===== config.mk =====
export PLATFORM = sky130hd
export DESIGN_NAME = paddle_timing_ctrl
export DESIGN_NICKNAME = d
export VERILOG_FILES = /design/src/rtl/paddle_timing_ctrl.sv
export SDC_FILE = /design/constraint.sdc
export NUM_CORES = 1
export LEC_CHECK = 0
export ABC_AREA = 1
export BUFFER_PORTS_ARGS = -buffer_cell sky130_fd_sc_hd__buf_2
export CAP_MARGIN = 40
export CORE_MARGIN = 2
export CORE_UTILIZATION = 56
export CTS_CLUSTER_DIAMETER = 50
export CTS_CLUSTER_SIZE = 14
export DETAILED_ROUTE_END_ITERATION = 10
export PLACE_DENSITY = 0.82
export SKIP_LAST_GASP = 1
export SLEW_MARGIN = 25
export SYNTH_ARGS = -nofsm -noshare
export SYNTH_HDL_FRONTEND = slang
export SYNTH_SLANG_ARGS = --single-unit

===== constraint.sdc =====
create_clock -name clk_sys -period 2.4 [get_ports clk_sys]
set_input_delay 0.12 -clock clk_sys [delete_from_list [all_inputs] [get_ports clk_sys]]
set_output_delay 0.12 -clock clk_sys [all_outputs]
set_load 0.03 [all_outputs]

===== src/rtl/paddle_timing_ctrl.sv =====
// Per-frame paddle RC emulation: holds lp_in/rp_in low for <position> scanlines after each vsync.
// Outputs registered one clk_sys behind the line counters; no backpressure, event driven by hs/vs edges.
module paddle_timing_ctrl #(
  parameter int unsigned STEP_SLOW = 5,
  parameter int unsigned STEP_FAST = 8,
  parameter int unsigned POS_INIT  = 128
) (
  input  logic        clk_sys,
  input  logic        reset,
  input  logic        hs,
  input  logic        vs,
  input  logic        speed,
  input  logic        practice,
  input  logic [1:0]  p1_mode,
  input  logic [1:0]  p2_mode,
  input  logic        p1_invert,
  input  logic        p2_invert,
  input  logic        p1_up,
  input  logic        p1_down,
  input  logic        p2_up,
  input  logic        p2_down,
  input  logic [15:0] p1_analog,
  input  logic [15:0] p2_analog,
  input  logic [7:0]  p1_paddle,
  input  logic [7:0]  p2_paddle,
  output logic        lp_in,
  output logic        rp_in,
  output logic [7:0]  p1_pos,
  output logic [7:0]  p2_pos,
  output logic        busy
);

  typedef enum logic {IDLE, COUNT} state_e;

  localparam logic [8:0] STEP_SLOW_W = 9'(STEP_SLOW);
  localparam logic [8:0] STEP_FAST_W = 9'(STEP_FAST);
  localparam logic [7:0] POS_INIT_W  = 8'(POS_INIT);

  logic       hs_d_q, vs_d_q;
  logic       hs_rise, vs_rise;
  state_e     state_q [2];
  state_e     state_d [2];
  logic [8:0] cap_q   [2];
  logic [8:0] cap_d   [2];
  logic [7:0] pos_q   [2];
  logic [7:0] pos_d   [2];
  logic [7:0] load_v  [2];
  logic [8:0] up_res  [2];
  logic [8:0] dn_res  [2];
  logic [1:0] mode    [2];
  logic       up      [2];
  logic       down    [2];
  logic [8:0] step;
  logic       lp_in_q, rp_in_q, busy_q;
  logic       lp_in_d, rp_in_d, busy_d;

  // Analog axes are two's complement; flipping the MSB recentres them onto 0..255.
  function automatic logic [7:0] load_sel(input logic [1:0] m, input logic [7:0] pos,
                                          input logic [15:0] a, input logic [7:0] pad,
                                          input logic inv);
    logic [7:0] v;
    case (m)
      2'd0:    v = pos;
      2'd1:    v = {~a[15], a[14:8]};
      2'd2:    v = {~a[7], a[6:0]};
      default: v = pad;
    endcase
    return v ^ {8{inv}};
  endfunction

  assign hs_rise = hs & ~hs_d_q;
  assign vs_rise = vs & ~vs_d_q;
  assign step    = speed ? STEP_FAST_W : STEP_SLOW_W;

  assign mode[0] = p1_mode;
  assign mode[1] = p2_mode;
  assign up[0]   = p1_up;
  assign up[1]   = p2_up;
  assign down[0] = p1_down;
  assign down[1] = p2_down;

  assign load_v[0] = load_sel(p1_mode, pos_q[0], p1_analog, p1_paddle, p1_invert);
  assign load_v[1] = load_sel(p2_mode, pos_q[1], p2_analog, p2_paddle, p2_invert);

  // Both results go through bit 8 so wrap in either direction shows up as > 255.
  assign up_res[0] = {1'b0, pos_q[0]} - step;
  assign up_res[1] = {1'b0, pos_q[1]} - step;
  assign dn_res[0] = {1'b0, pos_q[0]} + step;
  assign dn_res[1] = {1'b0, pos_q[1]} + step;

  always_comb begin
    for (int i = 0; i < 2; i++) begin
      state_d[i] = state_q[i];
      cap_d[i]   = cap_q[i];
      pos_d[i]   = pos_q[i];
      if (vs_rise) begin
        cap_d[i]   = {1'b0, load_v[i]};
        state_d[i] = (load_v[i] != 8'd0) ? COUNT : IDLE;
        if (mode[i] == 2'd0) begin
          if (down[i]) begin
            pos_d[i] = (dn_res[i] > 9'd255) ? 8'hFF : dn_res[i][7:0];
          end else if (up[i]) begin
            pos_d[i] = (up_res[i] > 9'd255) ? 8'h00 : up_res[i][7:0];
          end
        end
      end else begin
        case (state_q[i])
          COUNT: begin
            if (cap_q[i] == 9'd0) begin
              state_d[i] = IDLE;
            end else if (hs_rise) begin
              cap_d[i] = cap_q[i] - 9'd1;
              if (cap_q[i] == 9'd1) state_d[i] = IDLE;
            end
          end
          default: state_d[i] = IDLE;
        endcase
      end
    end
  end

  always_comb begin
    lp_in_d = (cap_q[0] == 9'd0);
    rp_in_d = practice ? (cap_q[0] == 9'd0) : (cap_q[1] == 9'd0);
    busy_d  = (|cap_q[0]) | (|cap_q[1]);
  end

  always_ff @(posedge clk_sys) begin
    if (reset) begin
      hs_d_q     <= 1'b0;
      vs_d_q     <= 1'b0;
      state_q[0] <= IDLE;
      state_q[1] <= IDLE;
      cap_q[0]   <= 9'd0;
      cap_q[1]   <= 9'd0;
      pos_q[0]   <= POS_INIT_W;
      pos_q[1]   <= POS_INIT_W;
      lp_in_q    <= 1'b1;
      rp_in_q    <= 1'b1;
      busy_q     <= 1'b0;
    end else begin
      hs_d_q     <= hs;
      vs_d_q     <= vs;
      state_q[0] <= state_d[0];
      state_q[1] <= state_d[1];
      cap_q[0]   <= cap_d[0];
      cap_q[1]   <= cap_d[1];
      pos_q[0]   <= pos_d[0];
      pos_q[1]   <= pos_d[1];
      lp_in_q    <= lp_in_d;
      rp_in_q    <= rp_in_d;
      busy_q     <= busy_d;
    end
  end

  assign lp_in  = lp_in_q;
  assign rp_in  = rp_in_q;
  assign busy   = busy_q;
  assign p1_pos = pos_q[0];
  assign p2_pos = pos_q[1];

endmodule


# After elaboration in Yosys (flattened, before gate mapping)
# Memories as Yosys holds them, arrays and structs flattened.
# Cells that the tools add are included.
# classes
n_addsub	6
n_lt_le_gt_ge	4
eq_ne	6
muxes	45
bitwise	17
n_reduce_logical	8
# op_table
operator	count
$mux W8	14
$mux W9	10
$pmux W8 S3	2
$gt A9 B8 Y1 const B	4
$add A8 B4 Y9	2
$eq A9 B1 Y1 const B	2
$logic_not A9 Y1	2
$mux W1	18
$reduce_or A9 Y1	2
$sub A8 B4 Y9	2
$sub A9 B1 Y9 const B	2
$reduce_bool A8 Y1	2
$xor A8 B8 Y8	2
$or A1 B1 Y1	7
$not A1 Y1	6
$eq A2 B1 Y1 const B	2
$eq A2 B2 Y1 const B	2
$logic_not A2 Y1	2
$mux W4	1
$and A1 B1 Y1	2
# totals
ff_bits	5
ramBits	36
input_bits	64
output_inout_bits	19
word_cells	94
memories	3
# memory_table
memory	words	width	read_ports	rd_clocked_by_memory_dff	wr	line	rtl
cap_q	2	9	2	0	2	43	logic [8:0] cap_q [2];
pos_q	2	8	2	0	2	45	logic [7:0] pos_q [2];
state_q	2	1	2	0	2	41	state_e state_q [2];

# Depth between registers and ports, before layout
# Gate-level depths: netlist (run 1).
# logic_depth
word_depth	9
mapped_depth	14
mapped_depth_nobuf	14

# Least setup slack after synthesis (run 1)
# Ideal clock, no wire load.
# synth_timing
path_type	register -> register
startpoint	mem pos_q[0][0]
endpoint	mem pos_q[0][7]
setup_time_ns	0.059
t_arrival_ns	1.881
required_time_ns	2.341
setup_slack_ns	0.460
stages_incl_launch_ff	13
n_path_buf	0
period_less_slack_ns	1.940
path_cell_list	dfxtp_1 > inv_1 > ha_1 > ha_1 > nor2_1 > o21ai_0 > nand2_1 > nor2_1 > nor2_1 > nand2_1 > o21ai_0 > nand2_1 > nand2_1
# synth_rtl
item	line
from (decl)	45

==> flow_metrics.tcl, run 1 <==
set metrics [dict create \
    seq_area_frac_synth 0.213 \
    endpoint "pos_q[0][7]" \
    syn_area_per_cell_um2 5.77 \
    grt.overflow.total 0 \
    post-cts-setup-buffers 0 \
    dp_cells 814 \
    ant_nets 0 \
    cts.sinks 41 \
    fmax_mhz 496 \
    worst_skew_pair.late_latency_ns 0.30 \
    hpwl_um 8100 \
    ir_worst_vdd_mv 0.259 \
    ys_types 30 \
    ys_ff_latch 41 \
    slowest_stage "dfxtp_1" \
    critPathCaptureType "register" \
    root_buffer "clkbuf_8" \
    path_common_cell "nand2_1" \
    hp-class "in -> reg" \
    drt_wl_total_um 10300 \
    startpoint "pos_q[0][0]" \
    place_congestion 0.928 \
    grt_pass1_wl_um 17400 \
    n_antenna_cell 0 \
    io_pins 83 \
    wire_per_inst_um 12.5 \
    worst_slack_ns 0.382 \
    yosys_warnings 0 \
    die_width_um 87.0 \
    cts_buffers 5 \
    r2r_start "pos_q[0][0]" \
    clk_pin_slew_ns 0.09 \
    grt_start_max_net_pins 33 \
    arrival_ns 2.27 \
    drc 0 \
    drive_above_1_share 0.154 \
    worst_setup_path_start_kind "register" \
    fin_crit_sh 0.841 \
    fin_setup_tns_ns 0 \
    cts_resized 0 \
    rows 30 \
    vias 4494 \
    port_buffers 82 \
    die-height_um 87.0 \
    drtPass1Iterations 5 \
    cts_hold_buf 0 \
    power_leakage_nw 2.40 \
    fp.coreArea_um2 6720 \
    critPathRequiredTime_ns 2.65 \
    power_density_nw_per_um2 439 \
    hold_violations 0 \
    syn_nets 752 \
    initial_core_util 0.574 \
    postSynthCellCount 668 \
    wl_met2_um 4930 \
    pre_cts_ws_ns 0.393 \
    setup_viol 0 \
    total_power_mw 1.93 \
    top_layer "met4" \
    fin_nets 825 \
    crit_fanout 6 \
    reg2regPathDepth 12 \
    antenna_found_initial 0 \
    cts_tree "built" \
    cap_violations 0 \
    area_delta_synth_final_pct 13.9 \
    grtUsageTotal 0.278 \
    routed-wl-met3_um 506 \
    relSlewSlack 0.670 \
    status "finished, final reports clean" \
    r2r_slack_ns 0.38 \
    die_area_um2 7560 \
    grt_pass1_vias 4043 \
    crit_chain "inv_1 -> ha_1 -> ha_1 -> nor2_1 -> o21ai_0 -> nand2_1 -> nor2_1 -> nor2_1 -> nand2_1 -> o21ai_0 -> nand2_1 -> nand2_1" \
    grt_setup_unrepaired "false" \
    synth_area_um2 3850 \
    htree_levels 2 \
    stdcell_count 822 \
    skew_ns 0.00649 \
    clk_path_buf_depth 2 \
    drv_slew 0 \
    met1_length_um 4780 \
    crit_type "reg -> reg" \
    max_stage_delay_ns 0.42 \
    period_minus_slack_ns 2.02 \
    final_util 0.653 \
    tightest_slew_ns 0.494 \
    worstReg2RegEnd "pos_q[0][7]" \
    drtIter0Drc 183 \
    vias_per_cell 5.47 \
]
## logic make-up after synthesis
kind of cell | synth area share
and+or+nand+nor | 0.463
DFF | 0.213
adders and majority gates | 0.0649
buffers and inverters | 0.111
xor gates and xnor gates | 0.0295
AOI/OAI and AO/OA | 0.119
## state kept, by name, indices dropped and copies added, names as in the netlist
register,flops
cap_q,18
pos_q,16
state_q,2
busy,1
hs_d_q,1
lp_in,1
rp_in,1
vs_d_q,1
## synth_stat cells
| library cell | instances | area, µm² |
|---|---|---|
| nor2_2 | 2 | 12.5 |
| nor3b_4 | 1 | 18.8 |
| a31oi_1 | 8 | 50.1 |
| o21bai_1 | 3 | 22.5 |
| nor2_1 | 56 | 210 |
| buf_2 | 5 | 25.0 |
| o21a_1 | 2 | 15.0 |
| clkinv_1 | 2 | 7.51 |
| nand3_1 | 103 | 515 |
| clkbuf_1 | 11 | 41.3 |
| nand3b_1 | 1 | 7.51 |
| nand3_2 | 1 | 10.0 |
| buf_1 | 1 | 3.75 |
| nor3_1 | 9 | 45.0 |
| o21ai_0 | 45 | 225 |
| a21oi_1 | 23 | 115 |
| o211ai_1 | 3 | 22.5 |
| ha_1 | 20 | 250 |
| nand4_1 | 22 | 138 |
| dfxtp_1 | 41 | 821 |
| buf_4 | 3 | 22.5 |
| inv_1 | 87 | 327 |
| a211oi_1 | 1 | 7.51 |
| and2_1 | 1 | 6.26 |
| nand2_1 | 187 | 702 |
| xor2_1 | 11 | 96.3 |
| xnor2_1 | 2 | 17.5 |
| nor3b_1 | 1 | 7.51 |
| or2_2 | 15 | 93.8 |
| nand3_4 | 1 | 17.5 |
## worst max-delay path: cells and delay by family, from the launching register on
kind                     cells  cell delay (ns)
adder cells (fa/ha/maj)      2             0.39
AO/OA/AOI/OAI                2             0.30
AND/OR/NAND/NOR              7             0.79
flip-flops                   1             0.42
buffers and inverters        1             0.06
## layer usage
layer  vias to the layer above  GRT usage
met4                         0     0.0554
met5                         -          0
li1                       2325          -
met3                        11     0.0398
met2                       127      0.473
met1                      2031      0.373
## worst min-delay path by stage
stage | start | endpoint | cells after the start
floorplan | practice | rp_in | 1
global placement | hs | hs_d_q | 3
detailed placement | practice | rp_in | 2
CTS | practice | rp_in | 2
global route | practice | rp_in | 2
finish | practice | rp_in | 2
## area by class of cell
| type | instances | area (µm²) |
|---|---|---|
| repair buffers | 86 | 440 |
| clock buffers | 5 | 68.8 |
| multi-input cells | 518 | 2610 |
| clock inverters | 3 | 17.5 |
| fillers | 659 | 2330 |
| well taps | 80 | 100 |
| flip-flops and latches | 41 | 821 |
| inverters | 89 | 334 |
## placed cells by master, fill, tap and decap left out, drive strengths merged, types with 11 or more instances in the layout
master  synthesis  layout
dfxtp          41      41
or2            15      15
nor2           58      58
a21oi          23      23
buf             9      86
xor2           11      11
nand4          22      22
nand3         105     105
nand2         187     187
inv            87      87
o21ai          45      45
ha             20      20
## power by group
part	internal [mW]	switching [mW]	total [mW]
clock	0.201	0.257	0.458
combinational	0.256	0.426	0.682
sequential	0.731	0.0552	0.786
## through the flow
step                      instance area [µm²]  hold slack, ns
final                                    4390          0.0269
after CTS                                4390          0.0233
after global placement                   4300           0.333
after floorplan                          3850           0.231
after global routing                     4390          0.0191
after detailed placement                 4300           0.343
(Power assumes the default switching activity.)
==> inputs of run 2 (changes only) <==
--- a/config.mk
+++ b/config.mk
@@ -9,11 +9,11 @@
 export BUFFER_PORTS_ARGS = -buffer_cell sky130_fd_sc_hd__buf_2
 export CAP_MARGIN = 40
 export CORE_MARGIN = 2
-export CORE_UTILIZATION = 56
+export CORE_UTILIZATION = 51
 export CTS_CLUSTER_DIAMETER = 50
 export CTS_CLUSTER_SIZE = 14
 export DETAILED_ROUTE_END_ITERATION = 10
-export PLACE_DENSITY = 0.82
+export PLACE_DENSITY = 0.78
 export SKIP_LAST_GASP = 1
 export SLEW_MARGIN = 25
 export SYNTH_ARGS = -nofsm -noshare
==> constraint.sdc (replaced) <==
create_clock -name clk_sys -period 1.8 [get_ports clk_sys]
set_input_delay 0.09 -clock clk_sys [delete_from_list [all_inputs] [get_ports clk_sys]]
set_output_delay 0.09 -clock clk_sys [all_outputs]
set_load 0.03 [all_outputs]
==> run 2 against run 1 <==
  * Clock power up 69%
  * Power up 48%
  * Final cell count up 6.6%
  * Combinational power up 52%
  * Count of clock-buffer cells in the layout unchanged
  * Sequential power up 32%
  * Sequential share of layout area down 1.5 points
  * Global-route usage down 2.4 points
  * Routed wire length up 6.7%
  * Cell area up 9.4%
==> flow_metrics.tcl, run 2 (synthesis results as in run 1) <==
set metrics [dict create \
    worst_setup_path_start_kind "register" \
    status "finished, final reports clean" \
    place_congestion 0.947 \
    htree_levels 2 \
    ant_nets 0 \
    critPathRequiredTime_ns 1.99 \
    grt.overflow.total 0 \
    seq_area_um2 827 \
    crit_fanout 6 \
    final_common_cell "nand2_1" \
    fin_crit_sh 0.950 \
    tightest_slew_ns 0.378 \
    die-height_um 90.9 \
    die_area_um2 8270 \
    initial_core_util 0.528 \
    port_buffers 82 \
    fp.coreArea_um2 7290 \
    vias 4713 \
    hpwl_um 8560 \
    worst-path-buf-inv 2 \
    drive_above_1_share 0.220 \
    power_density_nw_per_um2 595 \
    io_pins 83 \
    drtIter0Drc 267 \
    vias_per_cell 5.38 \
    root_buffer "clkbuf_8" \
    clk_path_buf_depth 2 \
    antenna_found_initial 0 \
    ir_worst_vdd_mv 0.390 \
    critPathTopFamily "simple AND/OR/NAND/NOR gates" \
    clk_pin_slew_ns 0.09 \
    grt_pass1_wl_um 17900 \
    worst_skew_pair.late_latency_ns 0.30 \
    wire_per_inst_um 12.6 \
    fmax_mhz 585 \
    hp-class "in -> reg" \
    hold_violations 0 \
    die_width_um 90.9 \
    n_antenna_cell 0 \
    cts_buffers 5 \
    fin_setup_tns_ns 0 \
    grt_start_max_net_pins 33 \
    max_stage_delay_ns 0.34 \
    relSlewSlack 0.748 \
    critPathCaptureType "register" \
    skew_ns 0.00830 \
    drv_slew 0 \
    grt_pass1_vias 4157 \
    period_minus_slack_ns 1.71 \
    multi_input_area_um2 2680 \
    cap_violations 0 \
    largest_register_ffs 18 \
    cts_tree "built" \
    power_leakage_nw 2.58 \
    area_delta_synth_final_pct 24.6 \
    rows 31 \
    drc 0 \
    arrival_ns 1.90 \
    drtPass1Iterations 5 \
    whs_ns 0.0181 \
    reg.largest.list "cap_q (18), pos_q (16), state_q (2)" \
    grtUsageTotal 0.254 \
    nFillCells 698 \
    setup_viol 0 \
    drt_wl_total_um 11000 \
    layout_common_cells "182 x nand2_1, 101 x nand3_1, 85 x inv_1, 82 x buf_2, 52 x nor2_1" \
    slowest_stage "dfxtp_2" \
    cts.sinks 41 \
    grt_setup_unrepaired "true" \
    regMostFlops "cap_q" \
    fin_nets 860 \
    crit_type "reg -> reg" \
    crit_chain "inv_1 -> ha_1 -> ha_2 -> nor2_4 -> o21ai_1 -> nand2_1 -> nor2_2 -> nor2_4 -> buf_4 -> nand2_1 -> a31oi_1" \
]
run 2: cell types whose count changed in the layout (fill, tap and decap cells not counted), moves of 3 or more:
cell and delta:
buf_4 +33, dfxtp_1 -3, ha_1 -5, ha_2 +5
nand2_1 -5, nand2_2 +5, nor2_1 -4, o21ai_0 -5
o21ai_1 +4
run 2: cell type report:
type / count / area share
clock buffer: 5 / 0.0143
sequential: 41 / 0.172
inverter: 89 / 0.0696
timing repair buffer: 121 / 0.150
tap: 99 / 0.0258
multi-input combinational: 518 / 0.559
clock inverter: 3 / 0.00964
run 2: metal layers:
| layer | global-route usage | up-vias | share of wire |
|---|---|---|---|
| met4 | 0.0631 | 0 | 0.013 |
| li1 | - | 2400 | - |
| met3 | 0.0342 | 13 | 0.067 |
| met2 | 0.438 | 193 | 0.49 |
| met1 | 0.333 | 2107 | 0.43 |
| met5 | 0 | - | 0 |
run 2: where the power goes:
part           total, mW  switching, mW  internal, mW
registers           1.04         0.0649         0.974
clock network      0.775          0.359         0.416
logic               1.04          0.621         0.422
total               2.86           1.04          1.81
run 2: repair_timing:
item | CTS | global route
endpoints found under the hold margin | 1 | 0
setup endpoints to repair | 4 | 30
setup buffers | 0 | 3
hold buffers | 1 | 0
gates resized for setup | 1 | 29
pin swaps | 0 | 6
run 2: path summary, 6_finish.rpt:
path,from,to,slack [ns],depth (start not counted)
setup / recovery,pos_q[0][0],pos_q[0][1],0.09,11
hold / removal,practice,rp_in,0.02,2
setup reg to reg,pos_q[0][0],pos_q[0][1],0.09,11
hold reg to reg,cap_q[0][17],cap_q[0][17],0.49,2
run 2: per-stage QoR:
step	instances	utilization	area, µm²	total power [mW]	setup WS [ns]
6_report	876	0.659	4800	2.86	0.0902
5_1_grt	876	0.659	4800	3.03	-0.0350
4_1_cts	873	0.645	4700	2.82	0.00805
3_5_place_dp	864	0.627	4570	2.05	-0.102
3_3_place_gp	864	0.627	4570	2.02	0.0132
2_1_floorplan	668	-	3860	1.72	-0.0135
run 2: worst reg2reg max path: stages (launching register included):
cell	delay (ns)
dfxtp_2	0.34
inv_1	0.05
ha_1	0.16
ha_2	0.22
nor2_4	0.05
o21ai_1	0.17
nand2_1	0.13
nor2_2	0.17
nor2_4	0.08
buf_4	0.13
nand2_1	0.06
a31oi_1	0.06
==> inputs of run 3 (changes only) <==
--- a/config.mk
+++ b/config.mk
@@ -9,11 +9,10 @@
 export BUFFER_PORTS_ARGS = -buffer_cell sky130_fd_sc_hd__buf_2
 export CAP_MARGIN = 40
 export CORE_MARGIN = 2
-export CORE_UTILIZATION = 51
+export CORE_UTILIZATION = 40
 export CTS_CLUSTER_DIAMETER = 50
 export CTS_CLUSTER_SIZE = 14
 export DETAILED_ROUTE_END_ITERATION = 10
-export PLACE_DENSITY = 0.78
 export SKIP_LAST_GASP = 1
 export SLEW_MARGIN = 25
 export SYNTH_ARGS = -nofsm -noshare
==> run 3 against run 2 <==
  * Critical path depth rose by 1
  * Global-route usage fell by 2.8 points
  * Via count fell by 1.9%
  * Power barely moved
  * Clock power fell by 3.5%
  * Die area rose by 26%
  * Sequential share of layout area fell by 0.23 points
==> flow_metrics.tcl, run 3 (synthesis results as in run 1) <==
set metrics [dict create \
    nFillCells 1005 \
    intPower_mw 1.82 \
    die-height_um 102 \
    setup_viol 0 \
    cts_tree "built" \
    rows 35 \
    io_pins 83 \
    worst_slack_ns 0.105 \
    area_delta_synth_final_pct 26.5 \
    final_common_cell "nand2_1" \
    power_density_nw_per_um2 585 \
    drt_wl_total_um 11700 \
    cap_violations 0 \
    power_switching_mw 1.04 \
    largest_register_ffs 18 \
    worst_setup_path_start_kind "register" \
    tightest_slew_ns 0.332 \
    grt_pass1_wl_um 19300 \
    skew_ns 0.0129 \
    clk_pin_slew_ns 0.08 \
    total_power_mw 2.85 \
    ir_worst_vdd_mv 0.312 \
    clk_path_buf_depth 2 \
    wire_per_inst_um 12.9 \
    critPathRequiredTime_ns 2.00 \
    vias_per_cell 5.10 \
    fin_nets 862 \
    drtIter0Drc 215 \
    arrival_ns 1.89 \
    grt_pass1_vias 4204 \
    grtUsageTotal 0.226 \
    n_antenna_cell 0 \
    status "finished, final reports clean" \
    hold_violations 0 \
    reg.largest.list "cap_q (18), pos_q (16), state_q (2)" \
    p_sw_frac 0.363 \
    die_width_um 102 \
    drv_slew 0 \
    worst_skew_pair.late_latency_ns 0.30 \
    fmax_mhz 590 \
    htree_levels 2 \
    relSlewSlack 0.778 \
    p_clk_frac 0.262 \
    die_area_um2 10400 \
    period_minus_slack_ns 1.69 \
    cts_buffers 5 \
    ant_nets 0 \
    stdcell_count 907 \
    crit_type "reg -> reg" \
    fin_crit_sh 0.942 \
    crit_fanout 5 \
    dp_cells 898 \
    pre_cts_ws_ns -0.155 \
    seq_power_share 0.364 \
    grt_setup_unrepaired "true" \
    cts.sinks 41 \
    combPwrFrac 0.374 \
    critPathCaptureType "register" \
    hpwl_um 9080 \
    port_buffers 82 \
    place_congestion 0.948 \
    drtPass1Iterations 4 \
    grt.overflow.total 0 \
    grt_start_max_net_pins 33 \
    root_buffer "clkbuf_8" \
    hp-class "in -> reg" \
    antenna_found_initial 0 \
    vias 4623 \
    power_leakage_nw 2.60 \
    fp.coreArea_um2 9280 \
    drc 0 \
    layout_common_cells "182 x nand2_1, 100 x nand3_1, 86 x inv_1, 82 x buf_2, 51 x nor2_1" \
    drive_above_1_share 0.226 \
    initial_core_util 0.415 \
    regMostFlops "cap_q" \
]
## run 3: cell types whose count changed in the layout (fill, tap and decap cells not counted), sizes merged
cell	previous run	this run
clkinvlp	1	0
buf	120	122
## run 3: path summary, 6_finish.rpt
kind | from | endpoint | slack [ns] | cells past startpoint
worst max register to register | pos_q[0][8] | pos_q[0][13] | 0.11 | 12
worst min-delay path | hs | hs_d_q | 0.007 | 3
worst min register to register | cap_q[0][8] | cap_q[0][8] | 0.49 | 2
worst max-delay path | pos_q[0][8] | pos_q[0][13] | 0.11 | 12
## run 3: worst max-delay path: stages, from the launching register on
cell and delay [ns]:
dfxtp_4 0.37, inv_1 0.06, ha_2 0.18, ha_2 0.18, nor2_2 0.05, o21ai_2 0.17
nand4_1 0.16, nand2_2 0.14, inv_2 0.07, nand3_1 0.07, nand3_1 0.07, nand2_1 0.06
inv_1 0.03
## run 3: repair_timing
item / CTS / global route
setup endpoints to repair: 7 / 25
hold buffers: 1 / 0
gates resized for setup: 3 / 35
pin swaps: 0 / 9
setup buffers: 0 / 1
endpoints found under the hold margin: 1 / 0
## run 3: per-stage QoR
step	hold slack [ns]	TNS, ns	util	area [µm²]
after floorplan	0.201	-0.0135	-	3860
after global placement	0.301	-0.412	0.500	4640
after detailed placement	0.310	-1.09	0.500	4640
after CTS	0.000331	0	0.513	4760
after global routing	0.0154	-0.121	0.525	4870
final	0.00664	0	0.525	4870
## run 3: final cells by class
type / count / area [µm²] / area share
clock buffers: 5 / 68.8 / 0.0141
clock inverters: 2 / 35.0 / 0.00719
inverters: 89 / 334 / 0.0685
multi-input cells: 518 / 2710 / 0.557
flip-flops and latches: 41 / 828 / 0.170
well taps: 129 / 161 / 0.0331
repair buffers: 123 / 733 / 0.150
## run 3: power by group through the flow
stage / clock network [mW] / registers, mW / logic, mW
floorplan: 0 / 1.10 / 0.628
global placement: 0 / 1.06 / 1.01
detailed placement: 0 / 1.06 / 1.01
CTS: 0.761 / 1.04 / 1.02
global route: 0.801 / 1.05 / 1.21
finish: 0.748 / 1.04 / 1.07
## run 3: layer usage
| metal | vias up | part of all wire | GRT usage |
|---|---|---|---|
| li1 | 2402 | - | - |
| met1 | 2100 | 0.48 | 0.323 |
| met2 | 108 | 0.47 | 0.360 |
| met3 | 13 | 0.041 | 0.0274 |
| met4 | 0 | 0.014 | 0.0626 |
| met5 | - | 0 | 0 |
